### config.mk
export PLATFORM = sky130hd
export DESIGN_NAME = spi_frame_tx
export DESIGN_NICKNAME = d
export VERILOG_FILES = /design/src/rtl/spi_frame_tx_pkg.sv /design/src/rtl/spi_frame_tx_sck_gen.sv /design/src/rtl/spi_frame_tx.sv
export SDC_FILE = /design/constraint.sdc
export NUM_CORES = 1
export LEC_CHECK = 0
export CORE_AREA = 8 8 103 105
export CTS_CLUSTER_DIAMETER = 150
export DETAILED_ROUTE_END_ITERATION = 10
export DIE_AREA = 0 0 111 113
export GPL_TIMING_DRIVEN = 1
export PLACE_DENSITY_LB_ADDON = 0.3
export SLEW_MARGIN = 20
export SYNTH_ARGS = -nofsm -noshare
export SYNTH_HDL_FRONTEND = slang
export SYNTH_HIERARCHICAL = 1
export SYNTH_SLANG_ARGS = --single-unit
### constraint.sdc
create_clock -name clk -period 3.3 [get_ports clk]
set_clock_uncertainty 0.15 [all_clocks]
set_input_delay 0.66 -clock clk [delete_from_list [all_inputs] [get_ports clk]]
set_output_delay 0.66 -clock clk [all_outputs]
set_load 0.02 [all_outputs]
### src/rtl/spi_frame_tx_pkg.sv
// Shared constants, state encoding and helpers for the SPI frame transmitter.
package spi_frame_tx_pkg;

  localparam int FRAME_W   = 81;
  localparam int PAYLOAD_W = 57;
  localparam logic [15:0] FRAME_HDR  = 16'h55AB;
  localparam logic [7:0]  FRAME_TAIL = 8'hAA;

  // Bit counter covers bit indices 0..FRAME_W-1
  localparam int BIT_CNT_W = 7;
  localparam logic [BIT_CNT_W-1:0] LAST_BIT = 7'd80;

  typedef enum logic [2:0] {
    ST_IDLE,
    ST_SETUP,
    ST_SHIFT,
    ST_HOLD,
    ST_GAP
  } state_t;

  // Wrap a payload with the header and tail, MSB first
  function automatic logic [FRAME_W-1:0] build_frame(input logic [PAYLOAD_W-1:0] payload);
    return {FRAME_HDR, payload, FRAME_TAIL};
  endfunction

  // Width wide enough to hold the largest timing parameter
  function automatic int counter_width(input int a, input int b, input int c, input int d);
    int m;
    m = a;
    if (b > m) m = b;
    if (c > m) m = c;
    if (d > m) m = d;
    return (m < 1) ? 1 : $clog2(m + 1);
  endfunction

endpackage

### src/rtl/spi_frame_tx_sck_gen.sv
// Half-period counter that produces sck as a plain flop output.
// The rise/fall strobes mark the clk edge at which sck is about to toggle,
// so logic clocked on that same edge moves in step with sck.
module spi_sck_gen #(
  parameter int CLK_DIV = 4
) (
  input  logic clk,
  input  logic rst_n,
  input  logic en,
  output logic sck,
  output logic rise,
  output logic fall
);

  localparam int HALF_W = (CLK_DIV > 1) ? $clog2(CLK_DIV + 1) : 1;
  localparam logic [HALF_W-1:0] HALF_LAST = HALF_W'(CLK_DIV - 1);

  logic [HALF_W-1:0] half_cnt;
  logic              toggle;

  assign toggle = en && (half_cnt == HALF_LAST);
  assign rise   = toggle && !sck;
  assign fall   = toggle && sck;

  // Count out each half period; park sck low with the counter cleared when disabled
  always_ff @(posedge clk or negedge rst_n) begin
    if (!rst_n) begin
      half_cnt <= '0;
      sck      <= 1'b0;
    end else if (!en) begin
      half_cnt <= '0;
      sck      <= 1'b0;
    end else if (toggle) begin
      half_cnt <= '0;
      sck      <= ~sck;
    end else begin
      half_cnt <= half_cnt + 1'b1;
    end
  end

endmodule

### src/rtl/spi_frame_tx.sv
// SPI master: frames a 57-bit payload as {header, payload, tail} and shifts it
// out MSB first on sdi, with sdi changing only on sck falling edges.
module spi_frame_tx
  import spi_frame_tx_pkg::*;
#(
  parameter int CLK_DIV  = 4,
  parameter int CS_SETUP = 2,
  parameter int CS_HOLD  = 2,
  parameter int IDLE_GAP = 4
) (
  input  logic                 clk,
  input  logic                 rst_n,
  input  logic [PAYLOAD_W-1:0] tx_data,
  input  logic                 tx_valid,
  output logic                 tx_ready,
  output logic                 busy,
  output logic                 done,
  output logic                 sck,
  output logic                 cs,
  output logic                 sdi
);

  localparam int CNT_W = counter_width(CLK_DIV, CS_SETUP, CS_HOLD, IDLE_GAP);
  localparam logic [CNT_W-1:0] SETUP_LAST = CNT_W'(CS_SETUP - 1);
  localparam logic [CNT_W-1:0] HOLD_LAST  = CNT_W'(CS_HOLD - 1);
  localparam logic [CNT_W-1:0] GAP_LAST   = CNT_W'(IDLE_GAP - 1);
  // done is registered, so it is raised one cycle before the last gap cycle
  localparam logic [CNT_W-1:0] GAP_PRE    = CNT_W'((IDLE_GAP >= 2) ? IDLE_GAP - 2 : 0);

  state_t               state;
  logic [FRAME_W-1:0]   shreg;
  logic [FRAME_W-1:0]   frame_in;
  logic [BIT_CNT_W-1:0] bit_cnt;
  logic [CNT_W-1:0]     wait_cnt;
  logic                 final_bit;
  logic                 shift_en;
  logic                 sck_rise;
  logic                 sck_fall;

  assign frame_in = build_frame(tx_data);
  assign shift_en = (state == ST_SHIFT);

  spi_sck_gen #(
    .CLK_DIV(CLK_DIV)
  ) u_sck_gen (
    .clk  (clk),
    .rst_n(rst_n),
    .en   (shift_en),
    .sck  (sck),
    .rise (sck_rise),
    .fall (sck_fall)
  );

  // Frame sequencer: accept, chip-select setup, shift, hold, inter-frame gap
  always_ff @(posedge clk or negedge rst_n) begin
    if (!rst_n) begin
      state     <= ST_IDLE;
      shreg     <= '0;
      bit_cnt   <= '0;
      wait_cnt  <= '0;
      final_bit <= 1'b0;
      cs        <= 1'b1;
      sdi       <= 1'b0;
      tx_ready  <= 1'b0;
      busy      <= 1'b0;
      done      <= 1'b0;
    end else begin
      done <= 1'b0;
      case (state)
        ST_IDLE: begin
          if (tx_valid && tx_ready) begin
            shreg     <= frame_in;
            sdi       <= frame_in[FRAME_W-1];
            cs        <= 1'b0;
            tx_ready  <= 1'b0;
            busy      <= 1'b1;
            wait_cnt  <= '0;
            bit_cnt   <= '0;
            final_bit <= 1'b0;
            state     <= ST_SETUP;
          end else begin
            tx_ready <= 1'b1;
          end
        end
        ST_SETUP: begin
          if (wait_cnt == SETUP_LAST) begin
            wait_cnt <= '0;
            state    <= ST_SHIFT;
          end else begin
            wait_cnt <= wait_cnt + 1'b1;
          end
        end
        ST_SHIFT: begin
          // Decide at the rising edge whether this high phase is the last one
          if (sck_rise) begin
            final_bit <= (bit_cnt == LAST_BIT);
          end
          if (sck_fall) begin
            if (final_bit) begin
              state <= ST_HOLD;
            end else begin
              shreg   <= shreg << 1;
              sdi     <= shreg[FRAME_W-2];
              bit_cnt <= bit_cnt + 1'b1;
            end
          end
        end
        ST_HOLD: begin
          if (wait_cnt == HOLD_LAST) begin
            wait_cnt <= '0;
            cs       <= 1'b1;
            sdi      <= 1'b0;
            done     <= (IDLE_GAP == 1);
            state    <= ST_GAP;
          end else begin
            wait_cnt <= wait_cnt + 1'b1;
          end
        end
        ST_GAP: begin
          if (wait_cnt == GAP_LAST) begin
            wait_cnt <= '0;
            tx_ready <= 1'b1;
            busy     <= 1'b0;
            state    <= ST_IDLE;
          end else begin
            wait_cnt <= wait_cnt + 1'b1;
            done     <= (wait_cnt == GAP_PRE);
          end
        end
        default: begin
          state <= ST_IDLE;
        end
      endcase
    end
  end

endmodule

Word level (Yosys, flattened, before mapping)
Cells that the tools add are included.
- add/subtract/negate cells: 3
- equality and inequality tests: 18
- mux-type cells: 40
- bitwise operators: 1
- reductions and logical operators: 20
- operators by type and width (kind ; count):
    80-bit two-way mux ; 3
    80-bit one-hot mux with 2 select lines ; 1
    3-bit two-way mux ; 11
    7-bit two-way mux ; 3
    2-bit != test, second input constant ; 9
    3-bit by 2-bit == test with 1-bit output, second input constant ; 5
    3-bit one-hot mux with 5 select lines ; 1
    1-bit two-way mux ; 14
    7-bit one-hot mux with 2 select lines ; 1
    3-bit one-hot mux with 3 select lines ; 1
    3-bit AND reduction ; 3
    1-bit one-hot mux with 2 select lines ; 4
    7-bit by 1-bit adder with 7-bit output, second input constant ; 1
    7-bit == test, second input constant ; 1
    3-bit by 1-bit adder with 3-bit output, second input constant ; 2
    3-bit by 1-bit == test with 1-bit output, second input constant ; 2
    6-bit AND reduction ; 1
    2-bit nonzero test ; 3
    3-bit nonzero test ; 2
    5-bit AND reduction ; 1
    1-bit logical AND ; 4
    2-bit AND reduction ; 2
    4-bit AND reduction ; 1
    3-bit == test, second input constant ; 1
    5 further kinds ; 5
- bits in registers: 103
- input port bits: 60
- output and inout port bits: 6
- word-level logic and storage cells: 94

Depth between registers and ports, before layout
- depth in word-level cells: 5
- mapped depth: 10
- depth with buffers taken out: 7

By module
Netlist, hierarchy kept.
- by module, submodules not included (module ; instances ; cells an instance ; area an instance (um2) ; sequential area each (um2)):
    spi_frame_tx ; 1 ; 447 ; 4499.3 ; 2453.6
    spi_sck_gen ; 1 ; 15 ; 177.7 ; 100.1

Worst setup path after synthesis
Ideal clock, no wire load.
- kind: reg2reg
- start point: reg state[0]
- end point: reg bit_cnt[4]
- setup time: 69 ps
- data arrival time: 2132 ps
- data required time: 3081 ps
- path slack: 949 ps
- stages on the path, launching flop included: 8
- buffers on the path: 1
- clock period less this slack: 2351 ps
- path through: dfrtp_1 -> clkbuf_1 -> nor2_1 -> and3_1 -> nand3b_1 -> a211o_1 -> or4_1 -> nand3_1
- word-level cells in the longest chain between the ends: 5
- elaborated cells on any way between the ends: 10
- classes of those cells: eq/ne (4); mux (1); reduce/logical (5)
- RTL lines (element ; RTL line ; text):
    start: declaration ; spi_frame_tx.sv:30 ; state_t state;
    start signal: assignment ; spi_frame_tx.sv:57 ; state <= ST_IDLE;
    start signal: assignment ; spi_frame_tx.sv:80 ; state <= ST_SETUP;
    start signal: assignment ; spi_frame_tx.sv:88 ; state <= ST_SHIFT;
    3-bit by 2-bit == test with 1-bit output ; spi_frame_tx.sv:41 ; assign shift_en = (state == ST_SHIFT);
    via shift_en ; spi_frame_tx.sv:36 ; logic shift_en;
    1-bit logical AND ; spi_frame_tx_sck_gen.sv:21 ; assign toggle = en && (half_cnt == HALF_LAST);
    1-bit logical AND ; spi_frame_tx_sck_gen.sv:23 ; assign fall = toggle && sck;
    via sck_fall ; spi_frame_tx.sv:38 ; logic sck_fall;
    2-bit != test (no line) ; -- ;
    4-bit AND reduction (no line) ; -- ;
    end signal: assignment ; spi_frame_tx.sv:104 ; bit_cnt <= bit_cnt + 1'b1;
    end: declaration ; spi_frame_tx.sv:33 ; logic [BIT_CNT_W-1:0] bit_cnt;
The timed path passes the listed nets, and every way through them passes these cells.
A chain may end at the register's enable or synchronous reset.

Worst setup path in the final report
- start point: reg state[1]
- end point: reg bit_cnt[4]
The elaborated chain is that of the path after synthesis.

==> flow_summary.yaml <==
outcome:
  status: "complete, no violations"
floorplan:
  die_w_um: 111
  core_sq_um: 8977
  rows: 35
  io_pins: 66
  start_util: 0.5210
  dieHeight_um: 113
  dieArea_sq_um: 12540
logic_synthesis:
  synth.distinct_cells: 39
  seq_area_frac_synth: 0.5460
  avgSynthCellArea_sq_um: 10.12
  synth_seq_cells: 102
  synthSimpleGateAreaFrac: 0.1263
  synth_cells: 462
  synth_top_family_by_area: "compound AO/OA/AOI/OAI gates"
  synth-compound-area-share: 0.1343
  syn_nets: 530
  synth_flop_cell: "dfrtp_1"
  synth-edff-count: 0
  netlist_area_sq_um: 4677
  synth_xor_area_frac: 0.001873
  muxShareOfSynthArea: 0.1263
  synthArstFlopShare: 1.000
  yosysWarningCount: 6
  synth_fa_ha_area_frac: 0.02140
worst_setup_path:
  crit_arrival_ns: 2.87
  end_kind: "flip-flop"
  r2r_setup_slack_ns: 0.57
  worstPathRequired_ns: 3.44
  critical_path_class: "flip-flop to flip-flop"
  setup.worst_path.start_class: "flip-flop"
  reg2reg_depth: 7
  worstPathMaxFanout: 33
min_path:
  hp-class: "input port to asynchronous set/reset pin"
route:
  first_pass_iters: 7
  met1_length_mm: 4.051
  met3_length_um: 322
  routed-via-count: 3391
  top_layer: "met4"
  vias_per_cell: 5.366
  drt_iter0_drc: 167
  wl_per_cell_um: 14.15
  drc_errors: 0
  wl_met2_mm: 4.484
  wl_mm: 8.945
  ant_nets: 0
cells_and_area:
  diodes: 0
  fin_cells: 632
  final_common_cell: "dfrtp_1"
  syn_to_final_growth_pct: 20.04
  filler_cell_count: 739
  nets: 584
  mostFrequentLayoutCells: "dfrtp_1 (100), o21ai_0 (75), nand2_1 (71)"
  drive_gt1_frac: 0.05566
clocking:
  cts_setup_buffers: 0
  htree_num_levels: 3
  cts_buffer_depth: 2
  cts.reportedPaths.clkPinSlew_ns: 0.11
  cts_made_buffers: 9
  cts_tree: "done"
  clkSinkCount: 102
  clk_latency_ns: 0.36
  cts-root-buf: "clkbuf_8"
  cts_resized: 0
  hold_buffers: 0
global_routing:
  grt_pass1_vias: 3368
  grt_max_degree: 94
  grt_pass1_wl_mm: 15.42
  grt_antenna_before_repair: 0
  grt_overflow: 0
  gr-usage-all-layers: 0.1448
power_and_ir_drop:
  p_switching_uw: 515.3
  p_per_area_nw_per_um2: 400.2
  p_clk_frac: 0.355
  swShare: 0.2293
  p_leak_uw: 0.002893
  seqPwrFrac: 0.580
  ir_drop_mv: 0.2153
  combPwrFrac: 0.065
  intPower_uw: 1732
timing:
  setup_tns_ns: 0
  rsz0062_at_grt: "no"
  post-route-period-util: 0.8271
  setup_ws_ns: 0.5706
  relSlewSlack: 0.4058
  worst_slew_pin_slew_ns: 0.8914
  min_period_ns: 2.729
  fmax_mhz: 366.4
  hold_violations: 0
  worst_hold_slack_ns: 0.1690
  drv_slew: 0
  setup_viol: 0
placement:
  dp_cells: 616
  io_buffers: 65
  routabilityCongestion: 0.7774
  hpwl_mm: 6.223
  place_ws_ns: 0.4920
run:
  maxCapViolCount: 0
==> sequential cells by signal, indices dropped and copies added (netlist names) <==
name,cells
bit_cnt,7
busy,1
cs,1
done,1
final_bit,1
sdi,1
shreg,79
state,3
tx_ready,1
u_sck_gen/half_cnt,3
u_sck_gen/sck,1
wait_cnt,3
==> critical path, stage by stage (launching register included) <==
cell and delay (ns):
dfrtp_4 0.70, nand2b_1 0.13, nor2_1 0.13, and3_1 0.22
nand3b_1 0.16, a211o_2 0.55, or4_1 0.53, nand3_1 0.10
==> stage by stage <==
step                      instance area, sq um  utilization  power [uW]
after floorplan                           4677            -        1364
after global placement                    5411       0.6028        1472
after detailed placement                  5411       0.6028        1477
after CTS                                 5614       0.6254        2279
after global routing                      5614       0.6254        2342
final                                     5614       0.6254        2247
==> final cells by class <==
type                            instances  area (sq um)  share of cell area
Tap cell                              111         138.9             0.02474
Inverter                               21         78.83             0.01404
Timing Repair Buffer                   72         713.2              0.1270
Multi-Input combinational cell        310          1923              0.3425
Clock inverter                          7         78.83             0.01404
Sequential cell                       102          2557              0.4555
Clock buffer                            9         123.9             0.02206
==> cell usage after synthesis (4+ instances only) <==
cell type / count / area (sq um)
nor2_1: 20 / 75.07
inv_1: 21 / 78.83
o21ai_0: 75 / 375.4
a31oi_1: 17 / 106.4
nand2_1: 71 / 266.5
mux2i_1: 59 / 590.6
buf_2: 14 / 70.07
ha_1: 8 / 100.1
dfrtp_1: 101 / 2527
clkbuf_1: 15 / 56.30
nand2b_1: 4 / 25.02
nand3b_1: 4 / 30.03
nand3_1: 19 / 95.09
==> metal layers <==
metal | vias up | global-route usage
met3 | 6 | 0.03386
met1 | 1617 | 0.1817
met5 | - | 0
met2 | 60 | 0.2381
li1 | 1708 | -
met4 | 0 | 0.05405
==> final timing paths <==
check | start | end
hold / removal | rst_n | shreg[38]$_DFFE_PN0P_
min in group clk | u_sck_gen/half_cnt[0]$_DFF_PN0_ | u_sck_gen/half_cnt[0]$_DFF_PN0_
setup reg to reg | state[1]$_DFFE_PN0P_ | bit_cnt[4]$_DFFE_PN0P_
max in group asynchronous | rst_n | cs$_DFFE_PN1P_
setup / recovery | state[1]$_DFFE_PN0P_ | bit_cnt[4]$_DFFE_PN0P_
hold reg to reg | u_sck_gen/half_cnt[0]$_DFF_PN0_ | u_sck_gen/half_cnt[0]$_DFF_PN0_
==> power by group through the flow <==
stage | Sequential [uW] | Clock, uW | Combinational (uW)
6_report | 1300 | 798 | 146
5_1_grt | 1310 | 869 | 165
4_1_cts | 1300 | 826 | 151
3_5_place_dp | 1330 | 0 | 150
3_3_place_gp | 1330 | 0 | 146
2_1_floorplan | 1320 | 0 | 41.9
==> cell families (layout without fill, tap and decap cells) <==
kind of cell    Yosys count  after routing
compound gates          111            111
xor+xnor                  1              1
fa+ha+maj                 8              8
buf+inv                  50            109
flops                   102            102
mux                      59             59
simple gates            131            131
No activity file was read; power rests on OpenSTA's default activity.
